==> config.mk <==
export PLATFORM = sky130hd
export DESIGN_NAME = xbus_cycle_seq
export DESIGN_NICKNAME = d
export VERILOG_FILES = /design/src/rtl/xbus_cycle_seq.sv
export SDC_FILE = /design/constraint.sdc
export NUM_CORES = 1
export LEC_CHECK = 0
export CAP_MARGIN = 5
export CORE_MARGIN = 2
export CORE_UTILIZATION = 55
export CTS_CLUSTER_SIZE = 8
export DETAILED_ROUTE_END_ITERATION = 8
export HOLD_SLACK_MARGIN = 0.1
export PLACE_DENSITY = 0.8
export SLEW_MARGIN = 20
export SYNTH_ARGS = -nofsm -noshare
export SYNTH_HDL_FRONTEND = slang
export SYNTH_SLANG_ARGS = --single-unit
==> constraint.sdc <==
create_clock -name i_clk -period 3.3 [get_ports i_clk]
set_input_delay 0.825 -clock i_clk [delete_from_list [all_inputs] [get_ports i_clk]]
set_output_delay 0.825 -clock i_clk [all_outputs]
set_load 0.01 [all_outputs]
==> src/rtl/xbus_cycle_seq.sv <==
// Bus-cycle sequencer: interlocked REQ/ACK handshake with address-settle delay and
// timeouts, producing a 6-bit status word plus a one-cycle status-register load strobe.
module xbus_cycle_seq #(
    parameter int SETTLE  = 2,
    parameter int TMO_MAX = 200,
    parameter int TMO_W   = 8
) (
    input  logic       i_clk,
    input  logic       i_rst,
    input  logic       i_start,
    input  logic       i_wr,
    input  logic       i_abort,
    input  logic       i_bus_ack,
    input  logic       i_bus_par_err,
    output logic       o_busy,
    output logic       o_bus_req,
    output logic       o_bus_wr,
    output logic [5:0] o_sts,
    output logic       o_sts_ld
);

    // state    | meaning
    // IDLE     | waiting for START
    // SETUP    | address settle delay before BUS_REQ
    // REQ      | BUS_REQ high, waiting for ACK or timeout
    // RELEASE  | BUS_REQ low, waiting for ACK to drop
    // REPORT   | one cycle, status word loaded
    typedef enum logic [2:0] {
        ST_IDLE    = 3'd0,
        ST_SETUP   = 3'd1,
        ST_REQ     = 3'd2,
        ST_RELEASE = 3'd3,
        ST_REPORT  = 3'd4
    } state_t;

    localparam int                SET_W    = (SETTLE > 1) ? $clog2(SETTLE) : 1;
    localparam logic [SET_W-1:0]  SET_LOAD = SET_W'(SETTLE - 1);
    localparam logic [TMO_W-1:0]  TMO_LAST = TMO_W'(TMO_MAX - 1);

    state_t             r_state;
    state_t             w_state_nxt;
    logic [SET_W-1:0]   r_settle;
    logic [TMO_W-1:0]   r_tmo;
    logic               r_done, r_nxm, r_perr, r_abt, r_stuck;
    logic               w_done_nxt, w_nxm_nxt, w_perr_nxt, w_abt_nxt, w_stuck_nxt;
    logic               w_accept;
    logic               w_tmo_hit;
    logic               w_busy_nxt, w_req_nxt, w_ld_nxt, w_bus_wr_nxt;
    logic [5:0]         w_sts_nxt;

    assign w_accept  = (r_state == ST_IDLE) && i_start && !i_abort;
    assign w_tmo_hit = (r_tmo == TMO_LAST);

    always_ff @(posedge i_clk or posedge i_rst) begin
        if (i_rst) begin
            r_state   <= ST_IDLE;
            r_settle  <= '0;
            r_tmo     <= '0;
            r_done    <= 1'b0;
            r_nxm     <= 1'b0;
            r_perr    <= 1'b0;
            r_abt     <= 1'b0;
            r_stuck   <= 1'b0;
            o_busy    <= 1'b0;
            o_bus_req <= 1'b0;
            o_bus_wr  <= 1'b0;
            o_sts     <= 6'b0;
            o_sts_ld  <= 1'b0;
        end else begin
            r_state <= w_state_nxt;
            r_done  <= w_done_nxt;
            r_nxm   <= w_nxm_nxt;
            r_perr  <= w_perr_nxt;
            r_abt   <= w_abt_nxt;
            r_stuck <= w_stuck_nxt;

            if (r_state == ST_IDLE)
                r_settle <= SET_LOAD;
            else if (r_state == ST_SETUP && r_settle != '0)
                r_settle <= r_settle - 1'b1;

            // Timeout counter restarts on every entry to REQ/RELEASE; leaving on hit prevents wrap.
            if ((r_state == ST_REQ || r_state == ST_RELEASE) && w_state_nxt == r_state)
                r_tmo <= r_tmo + 1'b1;
            else
                r_tmo <= '0;

            o_busy    <= w_busy_nxt;
            o_bus_req <= w_req_nxt;
            o_bus_wr  <= w_bus_wr_nxt;
            o_sts     <= w_sts_nxt;
            o_sts_ld  <= w_ld_nxt;
        end
    end

    always_comb begin
        w_state_nxt = r_state;
        w_done_nxt  = r_done;
        w_nxm_nxt   = r_nxm;
        w_perr_nxt  = r_perr;
        w_abt_nxt   = r_abt;
        w_stuck_nxt = r_stuck;
        case (r_state)
            ST_IDLE: begin
                if (w_accept) begin
                    w_state_nxt = ST_SETUP;
                    w_done_nxt  = 1'b0;
                    w_nxm_nxt   = 1'b0;
                    w_perr_nxt  = 1'b0;
                    w_abt_nxt   = 1'b0;
                    w_stuck_nxt = 1'b0;
                end
            end
            ST_SETUP: begin
                if (i_abort) begin
                    w_state_nxt = ST_REPORT;
                    w_abt_nxt   = 1'b1;
                end else if (r_settle == '0) begin
                    w_state_nxt = ST_REQ;
                end
            end
            ST_REQ: begin
                // ACK outranks both ABORT and timeout on the same edge.
                if (i_bus_ack) begin
                    w_state_nxt = ST_RELEASE;
                    w_done_nxt  = 1'b1;
                    w_perr_nxt  = i_bus_par_err & ~o_bus_wr;
                end else if (i_abort) begin
                    w_state_nxt = ST_RELEASE;
                    w_abt_nxt   = 1'b1;
                end else if (w_tmo_hit) begin
                    w_state_nxt = ST_RELEASE;
                    w_nxm_nxt   = 1'b1;
                end
            end
            ST_RELEASE: begin
                if (!i_bus_ack) begin
                    w_state_nxt = ST_REPORT;
                end else if (w_tmo_hit) begin
                    w_state_nxt = ST_REPORT;
                    w_stuck_nxt = 1'b1;
                end
            end
            ST_REPORT: w_state_nxt = ST_IDLE;
            default:   w_state_nxt = ST_IDLE;
        endcase
    end

    always_comb begin
        w_busy_nxt   = (w_state_nxt != ST_IDLE);
        w_req_nxt    = (w_state_nxt == ST_REQ);
        w_ld_nxt     = (w_state_nxt == ST_REPORT);
        w_bus_wr_nxt = w_accept ? i_wr : o_bus_wr;
        w_sts_nxt    = o_sts;
        if (w_ld_nxt)
            w_sts_nxt = {w_abt_nxt, w_stuck_nxt, o_bus_wr, w_perr_nxt, w_nxm_nxt, w_done_nxt};
    end

endmodule

Word level (Yosys, flattened, before mapping). Cells that the tools add are included.

Register bits after elaboration: 27. Output and inout port bits: 10. Logic and storage cells: 64. Input bits: 7.

$add $sub $neg: 2. Reduce and logical (&&, ||, !) cells: 9. Bitwise gates (word level): 2. Mux-type cells: 31. Equal/unequal tests: 7.

Operators with widths (count): 3-bit two-way mux (8); 1-bit two-way mux (16); 3-bit one-hot mux with 4 select lines (1); 3-bit by 2-bit equality test with 1-bit output (second input constant) (3); 8-bit by 1-bit adder with 8-bit output (second input constant) (1); 8-bit equality test (second input constant) (1); 8-bit two-way mux (1); 1-bit one-hot mux with 2 select lines (4); 1-bit logical AND (4); 3-bit by 1-bit equality test with 1-bit output (second input constant) (1); 3-bit equality test (1); 3-bit equality test (second input constant) (1); 3-bit zero test (1); 1-bit one-hot mux with 3 select lines (1); 3-bit nonzero test (1); 2-bit nonzero test (1); 1-bit bitwise AND (1); 1-bit zero test (1); 1-bit logical OR (1); 1-bit NOT (1); 1-bit subtractor (second input constant) (1).

Logic depth before layout (Yosys ltp). Gate-level depths: netlist of run 1.

Word-level depth: 8. Mapped depth: 6. Gate-level depth less buffers: 5.

Least setup slack after synthesis of run 1. No wires, ideal clock.

Path type: input -> register. Start point: input port i_abort. End point: register o_sts[2]. Setup slack: 1455 ps. Data required time: 3175 ps. Path buffers: 0. Library setup time: 125 ps. Stages: 4. Arrival: 1721 ps. Cell sequence: or3b_1 a211oi_2 o21ai_2 mux2_2.

Elaborated cells between the ends (all ways): 10. Those cells by class: eq/ne: 1; mux: 7; reduce/logical: 2.

RTL lines: from (decl) (line 12) `input logic i_abort,`; 1-bit zero test (line 51) `assign w_accept = (r_state == ST_IDLE) && i_start && !i_abort;`; 1-bit logical AND (line 51); 1-bit two-way mux (line 105) `if (w_accept) begin`; 1-bit one-hot mux with 2 select lines (line 103) `case (r_state)`; named net w_perr_nxt (line 45) `logic w_done_nxt, w_nxm_nxt, w_perr_nxt, w_abt_nxt, w_stuck_nxt;`; to (signal assigned) (line 91) `o_sts <= w_sts_nxt;`; to (decl) (line 18) `output logic [5:0] o_sts,`.

The timed path passes the listed nets, and every way through them passes these cells. A chain may end at the register's enable or synchronous reset.

Worst setup path after layout of run 1.
Start point: input port i_abort. End point: register o_sts[0].

Elaborated cells between the ends (all ways): 10. Those cells by class: eq/ne: 1; mux: 7; reduce/logical: 2.

RTL lines (line): 1-bit zero test (51); 1-bit logical AND (51); 1-bit two-way mux (105); 1-bit one-hot mux with 2 select lines (103); named net w_done_nxt (45).

The timed path passes the listed nets, and every way through them passes these cells.

==> results of run 1 <==
-- stage by stage --
step,instances,total power (uW)
6_report,153,907
5_1_grt,153,964
4_1_cts,153,913
3_5_place_dp,149,772
3_3_place_gp,149,758
2_1_floorplan,107,651
-- path summary, 6_finish.rpt --
| check | startpoint | endpoint | slack, ps | depth (start not counted) |
|---|---|---|---|---|
| max | i_abort | o_sts[0] | 1080 | 5 |
| min | r_tmo[0] | r_tmo[0] | 500 | 1 |
| min in group asynchronous | i_rst | o_sts[3] | 850 | 3 |
| max in group asynchronous | i_rst | r_tmo[3] | 2200 | 3 |
| min reg2reg | r_tmo[0] | r_tmo[0] | 500 | 1 |
| max reg2reg | r_tmo[0] | o_sts[1] | 1500 | 5 |
-- final cells by class --
class                      count  share of cell area
clock inverter                 1             0.00340
tap                           28              0.0238
inverter                       7              0.0179
multi-input combinational     70               0.366
timing repair buffer          17               0.114
sequential                    27               0.460
clock buffer                   3              0.0153
-- layer usage --
layer,up-vias,global-route usage
met2,17,0.308
met1,398,0.255
li1,411,-
met4,0,0.127
met5,-,0
met3,5,0.0374
-- worst register-to-register path, cell delays in order (launching register included) --
cell	delay (ps)
dfrtp_1	430
ha_1	260
nand3b_1	120
o21ai_0	130
a32oi_4	380
mux2_2	380
-- logic make-up (layout without fill, tap and decap cells) --
family                   after synthesis  after routing  share of synthesized area
XOR/XNOR                               6              6                     0.0416
AO/OA/AOI/OAI                         15             15                      0.109
buffers and inverters                 10             28                     0.0396
AND/OR/NAND/NOR                       39             39                      0.186
flip-flops                            27             27                      0.535
multiplexers                           9              9                     0.0792
adder cells (fa/ha/maj)                1              1                    0.00990
-- power breakdown --
| part | leakage, uW | switching, uW | internal, uW |
|---|---|---|---|
| logic | 0.000303 | 125 | 166 |
| registers | 0.000359 | 68.1 | 404 |
| clock network | 0.0000177 | 97.9 | 45.6 |
-- cell usage after synthesis, types with 2 or more instances --
master,instances,area share
a21oi_1,2,0.0079
nand3_1,2,0.0079
xnor2_1,2,0.014
nor2b_1,3,0.015
mux2_2,8,0.071
xor2_1,4,0.028
and3_1,2,0.0099
nand2_1,2,0.0059
and3b_1,3,0.021
nor2_1,14,0.042
nor3_1,2,0.0079
dfrtp_1,27,0.53
o21ai_0,3,0.012
inv_1,7,0.021
==> run_results.csv, run 1 <==
group,metric,value,unit
clocking,post_cts_buffers,0,
worst_setup_path,crit_arrival,2450,ps
worst_setup_path,crit_chain,"clkdlybuf4s50_1 > nor3_1 > and3b_1 > nor2_1 > mux2_2",
sta,post-route-worst-setup-slack,1080,ps
floorplan,ios,17,
sta,min_period,2220,ps
routing,postRouteAntennaNets,0,
worst_setup_path,path_class,"in -> reg",
floorplan,dieArea,2700,um2
place,hpwl,1540,um
sta,rsz0062_at_grt,"no",
clocking,root_buffer,"clkbuf_4",
clocking,clk_pin_slew,140,ps
routing,wl_per_cell,14.6,um
synthesis,synth_warnings,0,
worst_setup_path,critPathLaunchType,"input port",
place,dpl-instance-area,1440,um2
synthesis,syn_inst,107,
worst_setup_path,end_kind,"flop",
layout,final_common_cell,"dfrtp_1",
worst_setup_path,cp_max_fo,6,
layout,final_area,1470,um2
global_route,grt_max_degree,28,
routing,vias,831,
sta,fmax,451,MHz
routing,top_layer,"met4",
synthesis,ys_types,40,
layout,final_core_util,0.671,
worst_hold_path,hold_path_class,"reg -> reg",
sta,fin_skew,2.49,ps
layout,drive_gt1_frac,0.160,
floorplan,initial_utilization,0.577,
worst_setup_path,worst-path-buf-inv,1,
synthesis,synth-seq-cells,27,
global_route,grt_pass1_wl,3840,um
sta,slew_headroom,0.673,
place,pre_cts_ws,743,ps
sta,fin_hold_ws,496,ps
floorplan,std_cell_rows,17,
sta,period_share,0.672,
routing,drtIter0Drc,6,
floorplan,fp.dieH,51.9,um
clocking,cts.sinks,27,
global_route,grt_usage,0.199,
layout,final_cell_mix,"dfrtp_1 (27), clkdlybuf4s50_1 (16), nor2_1 (14)",
place,gp_routability_congestion,0.907,
routing,wl_met1,1070,um
floorplan,core,2190,um2
sta,finalSetupViolCount,0,
sta,hold_viol_final,0,
routing,wl_met3,75,um
layout,reg_top3,"r_tmo (8), o_sts (6), r_state (3)",
clocking,clk-insertion-delay-late,330,ps
sta,maxSlewViolCount,0,
place,port_buffers,16,
layout,regArea,676,um2
power,ir_drop,475,uV
clocking,cts.repair.resized,0,
global_route,grt_overflow,0,
sta,setup_tns,0,ps
power,powerDensity,617,nW/um2
layout,multi_input_area,538,um2
flow_run,drv_cap,0,
layout,n_antenna_cell,0,
layout,fillerInstances,163,
clocking,cts-hold-fix-buffers,0,
layout,layout.nets,134,
clocking,cts_buffers,3,
outcome,outcome,"finished, final reports clean",
layout,regMostFlops,"r_tmo",
synthesis,syn-num-nets,115,
clocking,clk_path_buf_depth,2,
worst_setup_path,slowest_stage,"clkdlybuf4s50_1",
clocking,cts_tree,"yes",
routing,drt_first_pass_iters,4,
clocking,htree_num_levels,1,
global_route,grt_pass1_vias,849,
routing,via_per_inst,5.43,
layout,synthToLayoutAreaGrowth,16.3,%
power,power.leakage,0.000679,uW
synthesis,ys.flop_type,"dfrtp_1",
layout,largest_reg_flops,8,
floorplan,fp.dieW,51.9,um
routing,drcViolationCount,0,
global_route,grt_antenna_before_repair,0,
worst_setup_path,cp_top_family,"simple AND/OR/NAND/NOR gates",
worst_setup_path,max_stage_delay,530,ps
routing,wl_met2,1030,um
synthesis,async_flop_share,1.00,
sta,worst_pin_slew,490,ps
synthesis,synth_area,1260,um2
worst_setup_path,worstPathRequired,3530,ps
synthesis,avgSynthCellArea,11.8,um2
synthesis,ys_seq_area_frac,0.535,
routing,routed_wl,2230,um
synthesis,synth-edff-count,0,
(Power assumes the default switching activity.)
==> run 2: changes to the inputs <==
--- a/config.mk
+++ b/config.mk
@@ -7,11 +7,11 @@
 export LEC_CHECK = 0
 export CAP_MARGIN = 5
 export CORE_MARGIN = 2
-export CORE_UTILIZATION = 55
+export CORE_UTILIZATION = 48
 export CTS_CLUSTER_SIZE = 8
 export DETAILED_ROUTE_END_ITERATION = 8
 export HOLD_SLACK_MARGIN = 0.1
-export PLACE_DENSITY = 0.8
+export PLACE_DENSITY = 0.74
 export SLEW_MARGIN = 20
 export SYNTH_ARGS = -nofsm -noshare
 export SYNTH_HDL_FRONTEND = slang
==> constraint.sdc (replaced) <==
create_clock -name i_clk -period 1.9 [get_ports i_clk]
set_input_delay 0.475 -clock i_clk [delete_from_list [all_inputs] [get_ports i_clk]]
set_output_delay 0.475 -clock i_clk [all_outputs]
set_load 0.01 [all_outputs]
==> run 2 against run 1 <==
  * Setup slack worse by 950 ps
  * Non-clock buffer count is 9 higher
  * Worst hold slack worse by 15 ps
  * Critical endpoint is now r_tmo[7]
==> run_results.csv, run 2 (synthesized netlist as in run 1, its figures left out) <==
group,metric,value,unit
worst_setup_path,slowest_stage,"clkdlybuf4s50_1",
place,gp_routability_congestion,0.794,
worst_setup_path,crit_chain,"clkdlybuf4s50_1 > and4b_1 > a21boi_0 > o22ai_2 > nor2_1",
global_route,grt_overflow,0,
outcome,outcome,"finished, final reports clean",
layout,drive_gt1_frac,0.216,
global_route,grt_pass1_wl,4280,um
sta,fmax,564,MHz
clocking,cts_tree,"yes",
worst_setup_path,max_stage_delay,540,ps
clocking,clk_pin_slew,150,ps
clocking,clk_path_buf_depth,2,
flow_run,drv_cap,0,
place,hpwl,1750,um
floorplan,dieArea,3060,um2
layout,regArea,676,um2
routing,postRouteAntennaNets,0,
worst_setup_path,worst-path-buf-inv,1,
sta,period_share,0.933,
floorplan,core,2480,um2
clocking,post_cts_buffers,0,
floorplan,fp.dieW,55.3,um
layout,layout.nets,143,
worst_setup_path,cp_max_fo,8,
floorplan,fp.dieH,55.3,um
routing,via_per_inst,5.27,
routing,drcViolationCount,0,
worst_setup_path,end_kind,"flop",
layout,fillerInstances,210,
power,power,1640,uW
sta,maxSlewViolCount,0,
clocking,cts_buffers,3,
layout,synthToLayoutAreaGrowth,23.1,%
worst_setup_path,path_class,"in -> reg",
global_route,grt_antenna_before_repair,0,
sta,hold_viol_final,0,
floorplan,ios,17,
layout,largest_reg_flops,8,
routing,vias,864,
sta,rsz0062_at_grt,"no",
layout,final_common_cell,"dfrtp_1",
floorplan,std_cell_rows,18,
clocking,root_buffer,"clkbuf_4",
layout,multi_input_area,538,um2
power,powerDensity,1060,nW/um2
clocking,cts.repair.resized,0,
clocking,cts-hold-fix-buffers,0,
worst_setup_path,critPathLaunchType,"input port",
worst_setup_path,cp_top_family,"compound AO/OA/AOI/OAI gates",
routing,drt_first_pass_iters,4,
sta,slew_headroom,0.723,
routing,drtIter0Drc,16,
place,port_buffers,16,
worst_hold_path,hold_path_class,"in -> async",
sta,fin_skew,9.08,ps
worst_setup_path,worstPathRequired,2150,ps
sta,finalSetupViolCount,0,
place,placed_cells,159,
global_route,grt_pass1_vias,878,
layout,final_cell_mix,"dfrtp_1 (27), clkdlybuf4s50_1 (16), nor2_1 (14)",
power,power.leakage,0.000725,uW
routing,wl_per_cell,14.3,um
power,ir_drop,776,uV
clocking,htree_num_levels,1,
sta,min_period,1770,ps
worst_setup_path,crit_arrival,2030,ps
layout,regMostFlops,"r_tmo",
layout,n_antenna_cell,0,
sta,worst_pin_slew,411,ps
layout,stdcell_count,164,
clocking,clk-insertion-delay-late,320,ps
layout,reg_top3,"r_tmo (8), o_sts (6), r_state (3)",
global_route,grt_max_degree,28,
global_route,grt_usage,0.174,
routing,routed_wl,2340,um
floorplan,initial_utilization,0.510,
clocking,cts.sinks,27,
## run 2: cell types whose count changed in the layout (fill, tap and decap cells not counted), sizes merged
cell / previous run / this run
clkinvlp: 0 / 1
clkinv: 1 / 0
buf: 1 / 10
## run 2: cell type report
type / count / area share
Multi-Input combinational cell: 70 / 0.346
Clock inverter: 1 / 0.00483
Inverter: 7 / 0.0169
Sequential cell: 27 / 0.434
Tap cell: 30 / 0.0241
Timing Repair Buffer: 26 / 0.159
Clock buffer: 3 / 0.0145
## run 2: layer usage
layer | wire [um] | vias to the layer above | GRT usage | part of all wire
met5 | 0 | - | 0 | 0
met4 | 13 | 0 | 0.0523 | 0.0056
met3 | 37 | 2 | 0.0304 | 0.016
met2 | 1190 | 7 | 0.262 | 0.51
met1 | 1100 | 424 | 0.258 | 0.47
li1 | - | 431 | - | -
## run 2: stage by stage
step / area (um2) / hold slack (ps) / worst slack (ps) / setup TNS, ps / utilization
global placement: 1510 / 467 / -162 / -2000 / 0.608
global route: 1560 / 509 / 7.87 / 0 / 0.628
floorplan: 1260 / 448 / 276 / 0 / -
finish: 1560 / 480 / 127 / 0 / 0.628
CTS: 1540 / 482 / 82.9 / 0 / 0.620
detailed placement: 1510 / 502 / -190 / -2500 / 0.608
## run 2: worst paths after layout
check,startpoint,end,slack [ps],cells after the start
hold reg to reg,r_tmo[0],r_tmo[0],510,1
hold / removal,i_rst,o_sts_ld,480,3
max in group asynchronous,i_rst,r_tmo[6],1170,3
setup reg to reg,r_tmo[0],r_tmo[7],150,5
min in group i_clk,r_tmo[0],r_tmo[0],510,1
setup / recovery,i_bus_ack,r_tmo[7],130,5
## run 2: power breakdown
group,total [uW],switching [uW],internal (uW)
combinational,602,254,348
clock,246,166,80.3
sequential,796,93.2,702
## run 2: worst reg2reg max path: cells and delay by family, from the launching register on
| family | cells | cell delay, ps |
|---|---|---|
| AO/OA/AOI/OAI | 2 | 610 |
| flip-flops | 1 | 440 |
| AND/OR/NAND/NOR | 2 | 390 |
| adder cells (fa/ha/maj) | 1 | 260 |
==> edit, RTL diff (config.mk and constraints of run 1) <==
Reset style: synchronous (`i_rst`), changed in one clocked block.
--- a/src/rtl/xbus_cycle_seq.sv
+++ b/src/rtl/xbus_cycle_seq.sv
@@ -51,7 +51,7 @@
     assign w_accept  = (r_state == ST_IDLE) && i_start && !i_abort;
     assign w_tmo_hit = (r_tmo == TMO_LAST);
 
-    always_ff @(posedge i_clk or posedge i_rst) begin
+    always_ff @(posedge i_clk) begin
         if (i_rst) begin
             r_state   <= ST_IDLE;
             r_settle  <= '0;
Formal check against the unedited RTL: differs if i_rst is asserted again (counterexample within 4 cycles, from zero or initial values and one cycle with i_rst high); with i_rst held inactive, the same outputs for 10 cycles.
==> edit against run 1 <==
- sequential cell count did not move
- first-iteration DRC count increased by 130%
- final area rose by 1.1%
- global-route usage rose by 0.77 points
- critical path depth unchanged
- routed wire length up 10%
- maximum frequency about the same
- worst setup slack improved by 0.00060 ns
- synthesized area increased by 2.5%
- sequential share of layout area down 9.6 points
- critical path type unchanged
Power is not compared: it rests on default switching activity, and its combinational part moved more than twofold at a synthesized area within 25%.
==> edit: results (changes against run 1) <==
| Metric | Value |
|---|---|
| Run status | `finished clean (unchanged)` |
| Syn_area_per_cell | `9.32 sq um (was 11.8 sq um)` |
| Top flop regs | `r_tmo x8, o_sts x6, r_state x3 (unchanged)` |
| Max Root-Sink Buffers | `2 (unchanged)` |
| Port buffer count | `16 (unchanged)` |
| Clock transition at path regs | `approximately 0.13 ns` |
| Tmin final | `2.22 ns (about the same)` |
| Largest fanout on the critical path | `8 (was 6)` |
| Top delay family on crit path | `compound AO/OA/AOI/OAI gates (was simple AND/OR/NAND/NOR gates)` |
| Cell Area, Placed | `1460 sq um (was 1440 sq um)` |
| Vias in the first global route | `943 (was 849)` |
| Resize count post-CTS | `0 (unchanged)` |
| CP max stage cell | `clkdlybuf4s50_1 (unchanged)` |
| Slew Limit Headroom | `60.7% (was 67.3%)` |
| Post-CTS Setup Bufs | `0 (unchanged)` |
| Routed wire length | `2.46 mm (was 2.23 mm)` |
| Worst Hold Class | `register to register (unchanged)` |
| Max rail drop VDD | `0.312 mV` |
| Critical Path AT | `2.45 ns (about the same)` |
| Synth unique cells | `43 (was 40)` |
| Pre-antenna DRT Iters | `4 (unchanged)` |
| Asr flop ratio synth | `0% (was 100%)` |
| Vias per Instance | `5.50 (was 5.43)` |
| Gr usage total | `20.7% (was 19.9%)` |
| Clock skew | `0.00238 ns (was 0.00249 ns)` |
| Largest net degree at the start of global routing | `19 (was 28)` |
| Top post-synthesis cells by area | `dfxtp_1 (42%), a211oi_1 (5.2%), nor2_1 (4.6%) (was dfrtp_1 (53%), mux2_2 (7.1%), nor2_1 (4.2%))` |
| Synth top cells by count | `dfxtp_1 (27), nor2_1 (16), a211oi_1 (9) (was dfrtp_1 (27), nor2_1 (14), mux2_2 (8))` |
| H-tree levels | `1 (unchanged)` |
| Seq/Total Area, Yosys | `41.7% (was 53.5%)` |
| Crit path largest cell delay | `0.65 ns (was 0.53 ns)` |
| Detail Route Antenna Nets | `0 (unchanged)` |
| Mapped Nets | `147 (was 115)` |
| Layout cells sized above 1 | `9.15% (was 16.0%)` |
| Reg2Reg Setup Slack | `1.42 ns (was 1.50 ns)` |
| Hpwl dp | `1.88 mm (was 1.54 mm)` |
| Placed insts | `177 (was 149)` |
| Avg WL per Cell | `13.6 um (was 14.6 um)` |
| Clk_lat worst skew | `0.31 ns (was 0.33 ns)` |
| Lkg Pwr | `0.500 nW` |
| Synth warnings | `0 (unchanged)` |
| Reg2Reg Depth | `5 (unchanged)` |
| Initial DRC count | `14 (was 6)` |
| Fillers | `196 (was 163)` |
| CTS Buf Count | `3 (unchanged)` |
| Final GP Congestion | `0.848 (was 0.907)` |
| First-pass GRT wire length | `4.15 mm (was 3.84 mm)` |
| Hold path cells | `2 (was 1)` |
| Pre-CTS setup slack | `0.729 ns (was 0.743 ns)` |
| Fin Hold WS | `0.480 ns (was 0.496 ns)` |
| Antenna diodes | `0 (unchanged)` |
| Nets | `162 (was 134)` |
| Initial antenna violation count | `0 (unchanged)` |
==> edit: cell type report <==
| cell class | instances | area (sq um) | area share, % |
|---|---|---|---|
| multi-input combinational | 99 | 693 | 46.6 |
| sequential | 27 | 541 | 36.4 |
| timing repair buffer | 17 | 168 | 11.3 |
| tap | 28 | 35.0 | 2.36 |
| clock buffer | 3 | 22.5 | 1.52 |
| inverter | 6 | 22.5 | 1.52 |
| clock inverter | 1 | 5.00 | 0.337 |
==> edit: path summary, 6_finish.rpt <==
| check | from | endpoint |
|---|---|---|
| min reg2reg | o_sts[3] | o_sts[3] |
| max | i_bus_ack | r_tmo[4] |
| max reg2reg | r_tmo[0] | o_sts[0] |
| min | o_sts[3] | o_sts[3] |
==> edit: kinds of logic after synthesis <==
family,count (synthesis),synth area share (%)
adder cells (fa/ha/maj),1,0.966
multiplexers,2,1.93
AO/OA/AOI/OAI,36,22.6
AND/OR/NAND/NOR,54,24.0
buffers and inverters,13,4.73
XOR/XNOR,6,4.06
flip-flops,27,41.7
==> edit: power by group <==
| part | total, mW | internal [mW] | switching (mW) |
|---|---|---|---|
| combinational | 0.0656 | 0.0316 | 0.0340 |
| sequential | 0.344 | 0.335 | 0.00928 |
| clock | 0.137 | 0.0453 | 0.0917 |
==> edit: layer usage <==
metal,track usage [%],wire [um],up-vias
li1,-,-,525
met1,26.9,1150,455
met2,35.2,1240,13
met3,1.71,44,2
met4,8.12,17,0
met5,0,0,-
==> edit: worst min-delay path: cells and delay by family (launching register included) <==
kind	cells	cell delay [ns]
and+or+nand+nor	1	0.06
DFF	1	0.33
muxes	1	0.06
